<file path="src/rtl/rib_arbiter.sv">
// rib_arbiter: registered round-robin arbiter holding each grant for a full RIB transaction
module rib_arbiter #(
  parameter int TIMEOUT = 255,
  parameter int CNT_W = 8
) (
  input  logic       clk,
  input  logic       rst,
  input  logic [3:0] req,
  input  logic [3:0] lock,
  input  logic       s_ack,
  output logic [3:0] grant,
  output logic [1:0] grant_id,
  output logic       grant_valid,
  output logic [3:0] m_ack,
  output logic [3:0] hold,
  output logic       timeout_err
);
  typedef enum logic {IDLE, BUSY} state_t;
  state_t state, state_n;
  logic [1:0] last_id, last_id_n, grant_id_n, base, win_id;
  logic [3:0] grant_n, cand;
  logic [CNT_W-1:0] cnt, cnt_n;
  logic timeout_err_n, win, keep, expire, rel;
  // round-robin search from the pointer; while busy the current owner is excluded
  always_comb begin
    base = state == BUSY ? grant_id : last_id;
    cand = state == BUSY ? req & ~grant : req;
    win = 1'b0;
    win_id = 2'b00;
    for (int k = 4; k >= 1; k--)
      if (cand[base + 2'(k)]) begin
        win = 1'b1;
        win_id = base + 2'(k);
      end
  end
  // transaction end conditions for the current owner
  always_comb begin
    keep = s_ack & lock[grant_id] & req[grant_id];
    expire = ~s_ack & (cnt == CNT_W'(TIMEOUT - 1));
    rel = s_ack ? ~keep : (~req[grant_id] | expire);
  end
  // state register
  always_ff @(posedge clk or posedge rst)
    if (rst) begin
      state <= IDLE;
      grant <= '0;
      grant_id <= '0;
      last_id <= 2'd3;
      cnt <= '0;
      timeout_err <= 1'b0;
    end else begin
      state <= state_n;
      grant <= grant_n;
      grant_id <= grant_id_n;
      last_id <= last_id_n;
      cnt <= cnt_n;
      timeout_err <= timeout_err_n;
    end
  // next-state logic: grant, hold under lock, hand over or fall back to idle
  always_comb begin
    state_n = state;
    grant_n = grant;
    grant_id_n = grant_id;
    last_id_n = last_id;
    cnt_n = cnt;
    timeout_err_n = 1'b0;
    if (state == IDLE) begin
      if (win) begin
        state_n = BUSY;
        grant_n = 4'b0001 << win_id;
        grant_id_n = win_id;
        cnt_n = '0;
      end
    end else if (rel) begin
      last_id_n = grant_id;
      timeout_err_n = expire;
      cnt_n = '0;
      if (win) begin
        grant_n = 4'b0001 << win_id;
        grant_id_n = win_id;
      end else begin
        state_n = IDLE;
        grant_n = '0;
      end
    end else
      cnt_n = keep ? '0 : cnt + CNT_W'(1);
  end
  // zero-latency acknowledge and stall outputs
  always_comb begin
    grant_valid = state == BUSY;
    m_ack = {4{s_ack}} & grant;
    hold = req & ~grant;
  end
endmodule

</file>
<file path="config.mk">
export PLATFORM = sky130hd
export DESIGN_NAME = rib_arbiter
export DESIGN_NICKNAME = d
export VERILOG_FILES = /design/src/rtl/rib_arbiter.sv
export SDC_FILE = /design/constraint.sdc
export NUM_CORES = 1
export LEC_CHECK = 0
export BUFFER_PORTS_ARGS = -buffer_cell sky130_fd_sc_hd__buf_2
export CAP_MARGIN = 20
export CORE_MARGIN = 8
export CORE_UTILIZATION = 56
export DETAILED_ROUTE_END_ITERATION = 12
export GPL_TIMING_DRIVEN = 0
export PLACE_DENSITY = 0.92
export SYNTH_ARGS = -nofsm -noshare
export SYNTH_HDL_FRONTEND = slang
export SYNTH_SLANG_ARGS = --single-unit
</file>
<file path="constraint.sdc">
create_clock -name clk -period 4.2 [get_ports clk]
set_input_delay 1.05 -clock clk [delete_from_list [all_inputs] [get_ports clk]]
set_output_delay 1.05 -clock clk [all_outputs]
set_load 0.05 [all_outputs]
</file>
Yosys cells after proc, flatten, opt, wreduce, memory -nomap -nowiden
Cells that the tools add are included.
{"block": "word_totals", "reg_bits": 18, "in_bits": 11, "output_inout_bits": 16, "wordCells": 70}
{"block": "classes", "add_sub_neg": 4, "n_lt_le_gt_ge": 5, "eq_ne": 2, "shifts": 1, "n_mux": 39, "bitwise_logic": 10, "n_reduce_logical": 3}
{"operator": "8-bit two-way mux", "n": 4}
{"operator": "4-bit two-way mux", "n": 5}
{"operator": "1-bit two-way mux", "n": 16}
{"operator": "2-bit two-way mux", "n": 8}
{"operator": "2-bit by 3-bit < comparator with 1-bit output, second input constant", "n": 5}
{"operator": "1-bit binary-select mux with 2-bit select", "n": 6}
{"operator": "8-bit by 1-bit adder with 8-bit output, second input constant", "n": 1}
{"operator": "4-bit bitwise AND", "n": 2}
{"operator": "8-bit equality test, second input constant", "n": 1}
{"operator": "2-bit adder, second input constant", "n": 2}
{"operator": "4-bit NOT", "n": 1}
{"operator": "2-bit AND reduction", "n": 2}
{"operator": "1-bit by 2-bit << shifter with 4-bit output, first input constant", "n": 1}
{"operator": "1-bit bitwise AND", "n": 3}
{"operator": "1-bit NOT", "n": 3}
{"operator": "2-bit by 1-bit adder with 2-bit output, second input constant", "n": 1}
{"operator": "2-bit by 1-bit != test with 1-bit output, second input constant", "n": 1}
{"operator": "2-bit nonzero test", "n": 1}
{"operator": "1-bit bitwise OR", "n": 1}

Depth between registers and ports, before layout
Gate-level depths: netlist of the first run.
{"block": "logic_depth", "depth_word": 13, "mapped_depth": 8, "depth_no_buf": 7}

Least setup slack after synthesis of the first run
No wires, ideal clock.
{"block": "synth_path", "kind": "input to output", "from": "input port req[0]", "to": "output port hold[0]", "t_arrival_ps": 1757, "required_ps": 3150, "slack_ps": 1393, "stages": 1, "path_buffers": 0, "path_cell_list": "nor2b_1"}
{"block": "synth_via", "elab_chain_cells": 1}
{"item": "from (decl)", "line": "8", "rtl": "input logic [3:0] req,"}
{"item": "4-bit bitwise AND", "line": "92", "rtl": "hold = req & ~grant;"}
{"item": "to (decl)", "line": "15", "rtl": "output logic [3:0] hold,"}
Every way passes these cells.

Worst setup path in the final report of the first run
{"block": "layout_path", "from": "input port s_ack", "to": "output port m_ack[0]"}
{"block": "layout_via", "elab_chain_cells": 1}
{"item": "from (decl)", "line": "10", "rtl": "input logic s_ack,"}
{"item": "4-bit bitwise AND", "line": "91", "rtl": "m_ack = {4{s_ack}} & grant;"}
{"item": "to (decl)", "line": "14", "rtl": "output logic [3:0] m_ack,"}
Every way passes these cells.

==> results.toml, run 1 <==
[power]
total_power_uw = 876
power.density_nw_per_um2 = 667
vdd_drop_max_mv = 0.374
leakage_uw = 0.000625

[synth]
synth_seq_cells = 18
synthArstFlopShare_pct = 100
yosysSeqAreaShare_pct = 40.7
synth_edf_count = 0
syn_inst = 114
ys_types = 39
synth_fp_nets = 127
ys.flop_type = "dfrtp_1"
syn_area_per_cell_sq_um = 9.77
syn_area_sq_um = 1110
yosys_warnings = 0

[sta]
relSlewSlack_pct = 54.5
fin_crit_ns = 2.67
clock.fmax_mhz = 375
rsz0062_at_grt = "false"
slew_violations = 0
setup_violations = 0
final-hold-violation-count = 0
tightest_slew_ns = 0.682
fin_skew_ns = 0.00348
fin_hold_ws_ns = 0.509
period_share_pct = 63.5
finalSetupTns_ns = 0

[setup_path]
r2r_slack_ns = 2.19
crit_path_start = "s_ack"
r2r_end = "grant[3]"
crit_path_end_kind = "output pin"
critical_path_class = "input port to output pin"
path_max_fanout = 9
crit_path_start_kind = "input port"
cp.arrival_ns = 1.62
cp_data_required_time_ns = 3.15
rr_worst_depth = 6
r2r_start = "grant_valid"

[run]
max_cap_violations = 0

[placement]
placed_area_sq_um = 1280
post-dp-hpwl_um = 2150
io_buffers = 26
gp_congestion = 0.889

[cts]
cts_resized = 0
cts.clk_slew.worst_paths_ns = 0.10
tritoncts = "done"
cts_root_buf = "clkbuf_4"
numCtsBuffers = 3
hold_buffers = 0
clk_latency_ns = 0.30
cts_setup_buffers = 0
clock-sinks = 18
ctsHtreeMaxLevel = 1
clockBufferDepth = 2

[floorplan]
dieWidth_um = 60.6
core_sq_um = 1920
die_area_sq_um = 3670
io_pins = 27
rows = 16
die_h_um = 60.6
start_util_pct = 57.9

[global_routing]
grt_pass1_wl_um = 4250
grt_max_degree = 19
antenna_found_initial = 0
grt_overflow = 0
grtUsageTotal_pct = 15.3
grt_pass1_vias = 989

[finish]
nFillCells = 164
antenna_cells = 0
drive_gt1_share_pct = 33.3
nets = 158
final_area_sq_um = 1310
area_growth_pct = 18.0

[routing]
routedWlPerCell_um = 15.9
routed_wl_um = 2720
remaining_drc_errors = 0
dr.pass1.iters = 4
antenna_left = 0
drt-initial-drc-count = 27
avgViaCountPerCell = 5.91
vias = 1011

[hold_path]
min_path_cells = 1
hold_class = "flip-flop to flip-flop"
hold_path_end = "cnt[7]"
hp-start = "cnt[7]"

[outcome]
outcome = "completed"
## worst max-delay path: stages
cell and delay, ns:
buf_2 0.17, and2_1 0.14, buf_2 0.26
## cells by family (layout without fill, tap and decap cells)
logic type      after synthesis  count (layout)  synth area share [%]
compound gates               35              35                  24.2
xor+xnor                      2               2                  1.57
fa+ha+maj                     2               2                  2.25
buf+inv                       7              37                  2.58
flops                        18              18                  40.7
mux                           8               8                  8.76
simple gates                 42              42                  20.0
## registers in the layout (all words and copies together), names as in the netlist
register and count:
cnt 8, grant 4, grant_id 2, grant_valid 1, last_id 2, timeout_err 1
## layer usage
layer	share of wire, %	vias up	wire length, um	GRT usage (%)
met2	51	44	1390	29.0
met3	8.4	9	227	3.81
met4	2.8	0	75	7.97
met5	0	-	0	0
li1	-	475	-	-
met1	38	483	1020	14.7
## synthesized netlist by cell type (all sizes together), types with 2 or more instances
library cell,instances,area share (%)
nand3,3,1.3
dfstp,2,4.7
a21o,2,1.3
nand2,12,4.3
inv,5,1.7
nor2,6,2.0
mux2,4,4.0
a21bo,4,3.6
a22o,4,3.1
ha,2,2.2
dfrtp,16,36
nand4,2,1.1
mux2i,3,2.7
o31ai,3,3.7
o21ai,10,4.5
a21boi,2,1.3
buf,2,0.90
and2,4,2.2
a31oi,3,1.7
nor2b,6,3.4
nand2b,5,2.8
## layout by cell type, fill, tap and decap left out, types with 2 or more instances in the layout
cell,n
o21ai_0,9
ha_1,2
nand4_1,2
nand2_1,11
inv_1,5
a31oi_1,3
and2_1,4
clkbuf_4,3
a22o_1,4
buf_2,28
nor2_1,6
nand3_1,3
mux2_2,4
a21bo_2,4
nand2b_1,5
dfstp_2,2
mux2i_1,3
nor2b_1,6
a21boi_0,2
dfrtp_1,16
a21o_1,2
## how the worst max path moves through the flow
stage | to | slack (ns) | depth (start not counted)
2_1_floorplan | hold[0] | 1.39 | 1
3_3_place_gp | m_ack[1] | 1.54 | 3
3_5_place_dp | m_ack[0] | 1.53 | 3
4_1_cts | m_ack[0] | 1.53 | 3
5_1_grt | m_ack[2] | 1.49 | 3
6_report | m_ack[0] | 1.53 | 3
## layout make-up
class | count | area (sq um) | area share (%)
Multi-Input combinational cell | 89 | 632 | 48.1
Sequential cell | 18 | 453 | 34.5
Timing Repair Buffer | 26 | 130 | 9.90
Clock buffer | 4 | 36.3 | 2.76
Tap cell | 27 | 33.8 | 2.57
Inverter | 5 | 18.8 | 1.43
Buffer | 2 | 10.0 | 0.762
## metrics by stage
step | utilization (%) | cells | setup slack (ns)
finish | 68.4 | 171 | 1.53
global route | 68.4 | 171 | 1.49
CTS | 68.4 | 171 | 1.53
detailed placement | 66.5 | 167 | 1.53
global placement | 66.5 | 167 | 1.54
floorplan | - | 114 | 1.39
## power by group
part           switching, uW  internal [uW]
Combinational            316            176
Sequential              55.5            222
Clock                   53.4           52.9
Total                    425            450
Power figures use the tool's default switching activity.
==> run 2: changes to the inputs <==
- ABC_AREA: default -> 1
- CORE_UTILIZATION: 56 -> 54
- PLACE_DENSITY: 0.92 -> 0.87
- clock period: 4.2 -> 2.49 ns (I/O delays scaled with it)
==> results.toml, run 2 <==
[synth]
synth_edf_count = 0
yosys_warnings = 0
yosysSeqAreaShare_pct = 32.9
ys.flop_type = "dfrtp_1"
synth_top_cell_by_area = "dfrtp_1"
ys_types = 27
synth_seq_cells = 18
syn_inst = 193
syn_area_per_cell_sq_um = 7.14
synth_common_cells = "nand2_1, inv_1, dfrtp_1, nand2_2, nand3_1"
synth_fp_nets = 206
yosys.area.top_type_share_pct = 29.1
synth_area_leaders = "dfrtp_1, nand2_1, nand2_2, inv_1, dfstp_2"
syn_area_sq_um = 1380
synth_most_common_cell = "nand2_1"
synthArstFlopShare_pct = 100

[finish]
drive_gt1_share_pct = 33.3
nets = 237
reg_top3 = "cnt x8, grant x4"
final_common_cell = "nand2_1"
final_cell_mix = "nand2_1, buf_2, inv_1"
instances_no_fill = 252
antenna_cells = 0
area_growth_pct = 13.8
largest_reg_flops = 8
regMostFlops = "cnt"
final_area_sq_um = 1570

[global_routing]
grt_max_degree = 19
grt_pass1_wl_um = 5710
grtUsageTotal_pct = 16.3
grt_pass1_vias = 1254
grt_overflow = 0
antenna_found_initial = 0

[hold_path]
hold_class = "input port to asynchronous set/reset pin"

[routing]
antenna_left = 0
avgViaCountPerCell = 5.12
routedWlPerCell_um = 13.0
dr.pass1.iters = 4
routed_wl_um = 3280
remaining_drc_errors = 0
vias = 1291
drt-initial-drc-count = 82

[placement]
post-dp-hpwl_um = 2650
gp_congestion = 0.939
pre_cts_slack_ns = 0.634
dp_cells = 249
io_buffers = 26
placed_area_sq_um = 1550

[cts]
ctsHtreeMaxLevel = 1
tritoncts = "done"
hold_buffers = 0
clk_latency_ns = 0.30
cts_resized = 0
cts.clk_slew.worst_paths_ns = 0.10
cts_root_buf = "clkbuf_4"
cts_setup_buffers = 0
numCtsBuffers = 3
clock-sinks = 18
clockBufferDepth = 2

[floorplan]
die_h_um = 66.5
dieWidth_um = 66.5
rows = 18
core_sq_um = 2450
die_area_sq_um = 4420
io_pins = 27
start_util_pct = 56.1

[sta]
slew_violations = 0
setup_slack_ns = 0.728
setup_violations = 0
final-hold-violation-count = 0
fin_crit_ns = 1.76
tightest_slew_ns = 0.663
clock.fmax_mhz = 568
finalSetupTns_ns = 0
period_share_pct = 70.8
relSlewSlack_pct = 55.8
fin_skew_ns = 0.00491
rsz0062_at_grt = "false"

[setup_path]
cp.arrival_ns = 1.14
crit_path_start_kind = "flip-flop"
path_max_fanout = 5
cp_slowest_cell = "dfrtp_1"
crit_path_end_kind = "output pin"
critical_path_class = "flip-flop to output pin"
crit_chain = "nor2_1 -> buf_2"
cp_data_required_time_ns = 1.87
crit_path_max_incr_delay_ns = 0.43

[run]
max_cap_violations = 0

[power]
power.density_nw_per_um2 = 1560
vdd_drop_max_mv = 1.19
total_power_uw = 2450
leakage_uw = 0.000882
p_comb_share_pct = 74.5
power_frac_seq_pct = 19.6
p_int_uw = 992
switchingPower_uw = 1460
swShare_pct = 59.5
clkPwrFrac_pct = 5.9

[outcome]
outcome = "completed"
run 2: path summary, 6_finish.rpt:
check | start | end | slack, ns | depth (start not counted)
hold reg to reg | last_id[1] | last_id[1] | 0.51 | 2
hold / removal | rst | grant_id[1] | 0.40 | 2
min in group clk | last_id[1] | last_id[1] | 0.51 | 2
max in group asynchronous | rst | grant[2] | 1.67 | 2
setup reg to reg | grant_id[0] | grant_id[0] | 0.76 | 15
setup / recovery | grant[1] | hold[1] | 0.73 | 2
run 2: metal layers:
metal / track usage (%) / vias up / part of all wire [%]
met1: 20.0 / 589 / 45
met4: 8.00 / 0 / 1.7
met3: 2.01 / 5 / 4.1
li1: - / 665 / -
met5: 0 / - / 0
met2: 27.4 / 32 / 49
run 2: cells by family after synthesis:
family                     after synthesis  synth area share, %
buffers and inverters                   33                 11.2
AOI/OAI and AO/OA                       21                 11.5
xor gates and xnor gates                 5                 3.18
adders and majority gates                2                 1.82
and+or+nand+nor                        114                 39.4
DFF                                     18                 32.9
run 2: through the flow:
step | hold slack (ns) | utilization (%)
after CTS | 0.430 | 63.9
final | 0.400 | 63.9
after detailed placement | 0.492 | 62.9
after global placement | 0.485 | 62.9
after global routing | 0.480 | 63.9
after floorplan | 0.476 | -
run 2: area by class of cell:
class / instances / area (sq um)
clock buffer: 3 / 22.5
inverter: 29 / 109
buffer: 4 / 45.0
fill: 222 / 887
multi-input combinational: 142 / 771
tap: 30 / 37.5
timing repair buffer: 26 / 130
sequential: 18 / 453
run 2: power by group through the flow:
| stage | Sequential [uW] | Clock (uW) | Combinational, uW |
|---|---|---|---|
| after floorplan | 626 | 0 | 1300 |
| after global placement | 483 | 0 | 1760 |
| after detailed placement | 485 | 0 | 1800 |
| after CTS | 479 | 143 | 1810 |
| after global routing | 493 | 155 | 2020 |
| final | 481 | 145 | 1830 |
run 2: critical path, delay by kind of cell, from the launching register on:
family        cells  cell delay, ns
flops             1            0.43
buf+inv           1            0.27
simple gates      1            0.14
